===== src/rtl/sys_types.sv =====
// Shared state encoding and window geometry constants for the window row fetcher.
package sys_types;

  typedef enum logic [2:0] {
    IDLE,
    READ,
    WAIT,
    PRESENT,
    HOLD
  } fetch_state_e;

  localparam int WIN_ROWS     = 4;
  localparam int PIX_PER_WORD = 4;
  localparam int HOLD_CYCLES  = 4;
  localparam int ROW_IDX_W    = $clog2(WIN_ROWS);

endpackage


===== src/rtl/window_addr_gen.sv =====
// Window/row counters for the fetcher: walks windows column-fastest and forms the
// SRAM word address of row k of the current window (wraps silently at 2^ADDR_W).
module window_addr_gen
  import sys_types::*;
#(
  parameter int IMG_W      = 32,
  parameter int IMG_H      = 32,
  parameter int ROW_STRIDE = 1,
  parameter int ADDR_W     = 10
) (
  input  logic                 clk,
  input  logic                 reset_n,
  input  logic                 clear_i,
  input  logic [ADDR_W-1:0]    base_addr_i,
  input  logic                 step_row_i,
  input  logic                 step_win_i,
  output logic [ROW_IDX_W-1:0] row_idx_o,
  output logic [ADDR_W-1:0]    addr_o,
  output logic                 first_window_o,
  output logic                 last_window_o
);

  localparam int WPR  = IMG_W / PIX_PER_WORD;
  localparam int NCOL = WPR;
  localparam int NROW = (IMG_H - WIN_ROWS) / ROW_STRIDE + 1;
  localparam int CW   = (NCOL > 1) ? $clog2(NCOL) : 1;
  localparam int RW   = (NROW > 1) ? $clog2(NROW) : 1;

  logic [ADDR_W-1:0]    base_q, base_d;
  logic [ROW_IDX_W-1:0] k_q, k_d;
  logic [CW-1:0]        c_q, c_d;
  logic [RW-1:0]        r_q, r_d;

  always_ff @(posedge clk or negedge reset_n) begin
    if (!reset_n) begin
      base_q <= '0;
      k_q    <= '0;
      c_q    <= '0;
      r_q    <= '0;
    end else begin
      base_q <= base_d;
      k_q    <= k_d;
      c_q    <= c_d;
      r_q    <= r_d;
    end
  end

  // The row counter cycles through the window's rows; the column wraps into the next window row.
  always_comb begin
    base_d = base_q;
    k_d    = k_q;
    c_d    = c_q;
    r_d    = r_q;
    if (clear_i) begin
      base_d = base_addr_i;
      k_d    = '0;
      c_d    = '0;
      r_d    = '0;
    end else begin
      if (step_row_i) begin
        k_d = (k_q == ROW_IDX_W'(WIN_ROWS - 1)) ? '0 : k_q + 1'b1;
      end
      if (step_win_i) begin
        if (c_q == CW'(NCOL - 1)) begin
          c_d = '0;
          r_d = r_q + 1'b1;
        end else begin
          c_d = c_q + 1'b1;
        end
      end
    end
  end

  always_comb begin
    row_idx_o      = k_q;
    addr_o         = base_q + ADDR_W'((32'(r_q) * ROW_STRIDE + 32'(k_q)) * WPR + 32'(c_q));
    first_window_o = (r_q == '0) && (c_q == '0);
    last_window_o  = (r_q == RW'(NROW - 1)) && (c_q == CW'(NCOL - 1));
  end

endmodule


===== src/rtl/window_row_fetcher.sv =====
// Fetches 4x4 int8 blocks from row-major SRAM and presents them to the window stage.
// Optional counters win_count/stall_cycles are built when WINDOW_FETCH_STATS_EN is defined.
module window_row_fetcher
  import sys_types::*;
#(
  parameter int IMG_W      = 32,
  parameter int IMG_H      = 32,
  parameter int ROW_STRIDE = 1,
  parameter int ADDR_W     = 10
) (
  input  logic              clk,
  input  logic              reset_n,
  input  logic              go,
  input  logic [ADDR_W-1:0] base_addr,
  output logic              mem_rd_en,
  output logic [ADDR_W-1:0] mem_addr,
  input  logic [31:0]       mem_rdata,
  input  logic              win_ready,
  output logic              win_start,
  output logic [31:0]       A0_in,
  output logic [31:0]       A1_in,
  output logic [31:0]       A2_in,
  output logic [31:0]       A3_in,
  output logic              busy,
  output logic              done
`ifdef WINDOW_FETCH_STATS_EN
  ,
  output logic [15:0]       win_count,
  output logic [15:0]       stall_cycles
`endif
);

  localparam int HOLD_W = $clog2(HOLD_CYCLES);

  if (((IMG_W % PIX_PER_WORD) != 0) || (IMG_W < PIX_PER_WORD)) begin : gBadWidth
    $error("IMG_W must be a positive multiple of %0d", PIX_PER_WORD);
  end
  if (IMG_H < WIN_ROWS) begin : gBadHeight
    $error("IMG_H must be at least %0d", WIN_ROWS);
  end
  if (ROW_STRIDE < 1) begin : gBadStride
    $error("ROW_STRIDE must be at least 1");
  end

  fetch_state_e state_q, state_d;
  logic [HOLD_W-1:0]            holdCnt_q, holdCnt_d;
  logic                         done_q;
  logic                         capValid_q;
  logic [ROW_IDX_W-1:0]         capRow_q;
  logic [WIN_ROWS-1:0][31:0]    rows_q;
  logic [ADDR_W-1:0]            addrHold_q;

  logic                         goAccept;
  logic                         holdLast;
  logic                         stepRow;
  logic                         stepWin;
  logic [ROW_IDX_W-1:0]         rowIdx;
  logic [ADDR_W-1:0]            genAddr;
  logic                         firstWindow;
  logic                         lastWindow;

  window_addr_gen #(
    .IMG_W      (IMG_W),
    .IMG_H      (IMG_H),
    .ROW_STRIDE (ROW_STRIDE),
    .ADDR_W     (ADDR_W)
  ) uAddrGen (
    .clk            (clk),
    .reset_n        (reset_n),
    .clear_i        (goAccept),
    .base_addr_i    (base_addr),
    .step_row_i     (stepRow),
    .step_win_i     (stepWin),
    .row_idx_o      (rowIdx),
    .addr_o         (genAddr),
    .first_window_o (firstWindow),
    .last_window_o  (lastWindow)
  );

  // A go landing in the done cycle is dropped even though the FSM is already back in IDLE.
  assign goAccept = (state_q == IDLE) && go && !done_q;
  assign holdLast = (holdCnt_q == HOLD_W'(HOLD_CYCLES - 1));

  always_ff @(posedge clk or negedge reset_n) begin
    if (!reset_n) begin
      state_q   <= IDLE;
      holdCnt_q <= '0;
    end else begin
      state_q   <= state_d;
      holdCnt_q <= holdCnt_d;
    end
  end

  always_comb begin
    state_d   = state_q;
    holdCnt_d = (state_q == HOLD) ? holdCnt_q + 1'b1 : '0;
    case (state_q)
      IDLE:    if (goAccept) state_d = READ;
      READ:    if (rowIdx == ROW_IDX_W'(WIN_ROWS - 1)) state_d = WAIT;
      WAIT:    state_d = PRESENT;
      PRESENT: if (win_ready) state_d = HOLD;
      HOLD:    if (holdLast) state_d = lastWindow ? IDLE : READ;
      default: state_d = IDLE;
    endcase
  end

  always_comb begin
    mem_rd_en = (state_q == READ);
    win_start = (state_q == PRESENT) && win_ready;
    busy      = (state_q != IDLE);
    done      = done_q;
    stepRow   = (state_q == READ);
    stepWin   = (state_q == HOLD) && holdLast && !lastWindow;
    mem_addr  = (state_q == READ) ? genAddr : addrHold_q;
  end

  // SRAM data returns one cycle after the strobe, so the row index travels with it.
  always_ff @(posedge clk or negedge reset_n) begin
    if (!reset_n) begin
      capValid_q <= 1'b0;
      capRow_q   <= '0;
      rows_q     <= '0;
      addrHold_q <= '0;
      done_q     <= 1'b0;
    end else begin
      capValid_q <= mem_rd_en;
      capRow_q   <= rowIdx;
      if (capValid_q) begin
        rows_q[capRow_q] <= mem_rdata;
      end
      if (mem_rd_en) begin
        addrHold_q <= genAddr;
      end
      done_q <= (state_q == HOLD) && holdLast && lastWindow;
    end
  end

  assign A0_in = rows_q[0];
  assign A1_in = rows_q[1];
  assign A2_in = rows_q[2];
  assign A3_in = rows_q[3];

  firstAfterGo: assert property (@(posedge clk) disable iff (!reset_n) goAccept |=> firstWindow);

`ifdef WINDOW_FETCH_STATS_EN
  logic [15:0] winCount_q;
  logic [15:0] stallCycles_q;

  always_ff @(posedge clk or negedge reset_n) begin
    if (!reset_n) begin
      winCount_q    <= '0;
      stallCycles_q <= '0;
    end else if (goAccept) begin
      winCount_q    <= '0;
      stallCycles_q <= '0;
    end else begin
      if (win_start && (winCount_q != 16'hFFFF)) begin
        winCount_q <= winCount_q + 1'b1;
      end
      if ((state_q == PRESENT) && !win_ready && (stallCycles_q != 16'hFFFF)) begin
        stallCycles_q <= stallCycles_q + 1'b1;
      end
    end
  end

  assign win_count    = winCount_q;
  assign stall_cycles = stallCycles_q;
`endif

endmodule


===== config.mk =====
export PLATFORM = sky130hd
export DESIGN_NAME = window_row_fetcher
export DESIGN_NICKNAME = d
export VERILOG_FILES = /design/src/rtl/sys_types.sv /design/src/rtl/window_addr_gen.sv /design/src/rtl/window_row_fetcher.sv
export SDC_FILE = /design/constraint.sdc
export NUM_CORES = 1
export LEC_CHECK = 0
export CAP_MARGIN = 5
export CORE_MARGIN = 2
export CORE_UTILIZATION = 48
export CTS_CLUSTER_DIAMETER = 150
export DETAILED_ROUTE_END_ITERATION = 8
export PLACE_DENSITY = 0.86
export SLEW_MARGIN = 10
export SYNTH_ARGS = -nofsm -noshare
export SYNTH_HDL_FRONTEND = slang
export SYNTH_HIERARCHICAL = 1
export SYNTH_SLANG_ARGS = --single-unit

===== constraint.sdc =====
create_clock -name clk -period 3.6 [get_ports clk]
set_input_delay 0.36 -clock clk [delete_from_list [all_inputs] [get_ports clk]]
set_output_delay 0.36 -clock clk [all_outputs]
set_load 0.02 [all_outputs]

==> flow_summary.yaml <==
status:
  run_status: "finished, final reports clean"
timing:
  timing.final.hold_violations: 0
  finalCritPeriodShare_pct: 97.9
  maxClockFrequency_mhz: 284
  setup_viol: 0
  tightest_slew_ns: 1.11
  count_of_pins_over_their_slew_limit: 0
  clock-skew-final_ns: 0.00586
  rsz0062_at_grt: "yes"
  final.min_clock_period_ns: 3.53
  slew-limit-headroom_pct: 26.3
logic_synthesis:
  mean_syn_cell_area_um2: 14.9
  cell_area_synth_um2: 6900
  yosys_warnings: 6
  syn-num-nets: 531
  synthCells: 464
placement:
  dpl_cell_area_um2: 9000
  final_replace_weighted_congestion: 0.842
  post-dp-hpwl_um: 10600
  place.detailed.instances: 824
  port-buffer-count: 187
clock_network:
  clock_sink_total: 167
  clock_latency_ns: 0.42
  path_clk_slew_ns: 0.06
  clock_tree_from_tritoncts: "yes"
  deepest_clock_path_buffer_count: 2
  tritoncts.num_buffers: 17
  clockRootBuffer: "sky130_fd_sc_hd__clkbuf_16"
  cts_hold_buffers: 0
  cts-htree-levels: 4
critical_path:
  timing.critical_path.buf_inv: 2
  critical_path_class: "register to output port"
  critical_path_arrival_ns: 3.17
  crit_path_start_kind: "register"
  critical_path.endpoint_type: "output port"
  timing.critical_path.max_delay_family: "adder cells"
  critical_path_required_ns: 3.24
  cpPeakStageDelay_ns: 0.53
  critical_path_fanouts_max: 5
  cpMaxStageDelayCell: "sky130_fd_sc_hd__fa_1"
  crit_chain: "ha_2, fa_1, ha_4, and2_4, a2111oi_4, buf_4, xnor2_1, mux2_2, clkdlybuf4s15_1"
die:
  die_boundary_width_um: 124
  floorplan.initialDensity_pct: 49.5
  std_cell_rows: 43
  die_height_um: 124
  top_level_ports: 188
  fp.dieArea_um2: 15300
  coreArea_um2: 13900
grt:
  antenna_found_initial: 0
  grt_overflow_total: 0
  first_global_vias: 4730
  global_route_wire_length_before_repair_um: 24000
  maximum_number_of_pins_on_one_net_before_global_route_repair: 124
  track_usage_pct: 20.7
power:
  max-vdd-ir-drop_uv: 829
  p_leak_nw: 4.17
  power_density_nw_per_um2: 1100
route:
  finalWirelength_um: 15600
  drc: 0
  drt-vias-per-instance: 5.16
  antenna_violating_nets_post_route: 0
  num_vias: 4436
  drtPass1Iterations: 4
  drt_iter0_drc: 155
  wire_per_inst_um: 18.1
cells_and_area:
  syn2layout_area_growth_pct: 40.1
  finalNetCount: 735
  most-common-layout-cells: "181 x sky130_fd_sc_hd__clkdlybuf4s50_1, 167 x sky130_fd_sc_hd__dfrtp_1, 145 x sky130_fd_sc_hd__mux2_2"
  fillers: 950
  final_common_cell: "sky130_fd_sc_hd__clkdlybuf4s50_1"
  sequential_standard_cell_area_um2: 4180
  multiInputGateArea_um2: 2640
  postLayoutCellArea_um2: 9660
  diodes: 0
  final_cells: 860
  drive_gt1_share_pct: 31.0
job:
  cap_violations: 0
hold_path:
  min-delay-path-class: "primary input to asynchronous set/reset pin"
[timing repair]
item,CTS,global route
gates resized for setup,18,8
pin swaps,5,6
setup endpoints to repair,5,5
endpoints found under the hold margin,0,0
buffers inserted,0,5
[layout make-up]
type / count / share of cell area (%)
timing repair buffer: 204 / 20.6
inverter: 10 / 0.389
sequential: 167 / 43.3
clock inverter: 8 / 1.27
clock buffer: 23 / 4.84
tap: 180 / 2.33
multi-input combinational: 268 / 27.3
[where the power goes]
part / internal, mW / switching [mW]
clock: 1.12 / 0.695
sequential: 2.81 / 0.540
combinational: 2.90 / 2.56
total: 6.84 / 3.79
[final timing paths]
check | startpoint | to | slack, ns | cells past startpoint
setup / recovery | uAddrGen/row_idx_o[0] | mem_addr[5] | 0.07 | 9
setup reg to reg | uAddrGen/row_idx_o[0] | addrHold_q[7] | 0.89 | 9
hold reg to reg | holdCnt_q[0] | holdCnt_q[0] | 0.45 | 1
min in group clk | holdCnt_q[0] | holdCnt_q[0] | 0.45 | 1
max in group asynchronous | reset_n | A0_in[14] | 2.50 | 2
hold / removal | reset_n | A2_in[24] | 0.1 | 1
[metrics by stage]
step / hold slack, ns / setup TNS (ns) / util [%] / power, mW / setup slack [ns]
global route: 0.195 / -0.0685 / 69.3 / 11.2 / -0.0553
finish: 0.0953 / 0 / 69.3 / 10.6 / 0.0742
detailed placement: 0.434 / 0 / 64.6 / 8.78 / 0.00989
CTS: 0.162 / 0 / 68.9 / 10.6 / 0.0243
floorplan: 0.0644 / 0 / - / 6.32 / 0.587
global placement: 0.421 / 0 / 64.6 / 8.59 / 0.0686
[layer usage]
metal	track usage, %	vias up	part of all wire (%)
met5	0	-	0
met3	5.59	24	5.3
met2	35.3	129	52
met4	8.03	0	2.2
met1	25.1	2248	41
li1	-	2035	-
[state kept, by name, indices dropped and copies added, names as in the netlist, 3 cells and up]
register,flops
A2_in,32
state_q,3
A3_in,32
A1_in,32
A0_in,32
uAddrGen/r_q,5
addrHold_q,10
uAddrGen/c_q,3
uAddrGen/base_q,10
No activity file was read; power rests on OpenSTA's default activity.
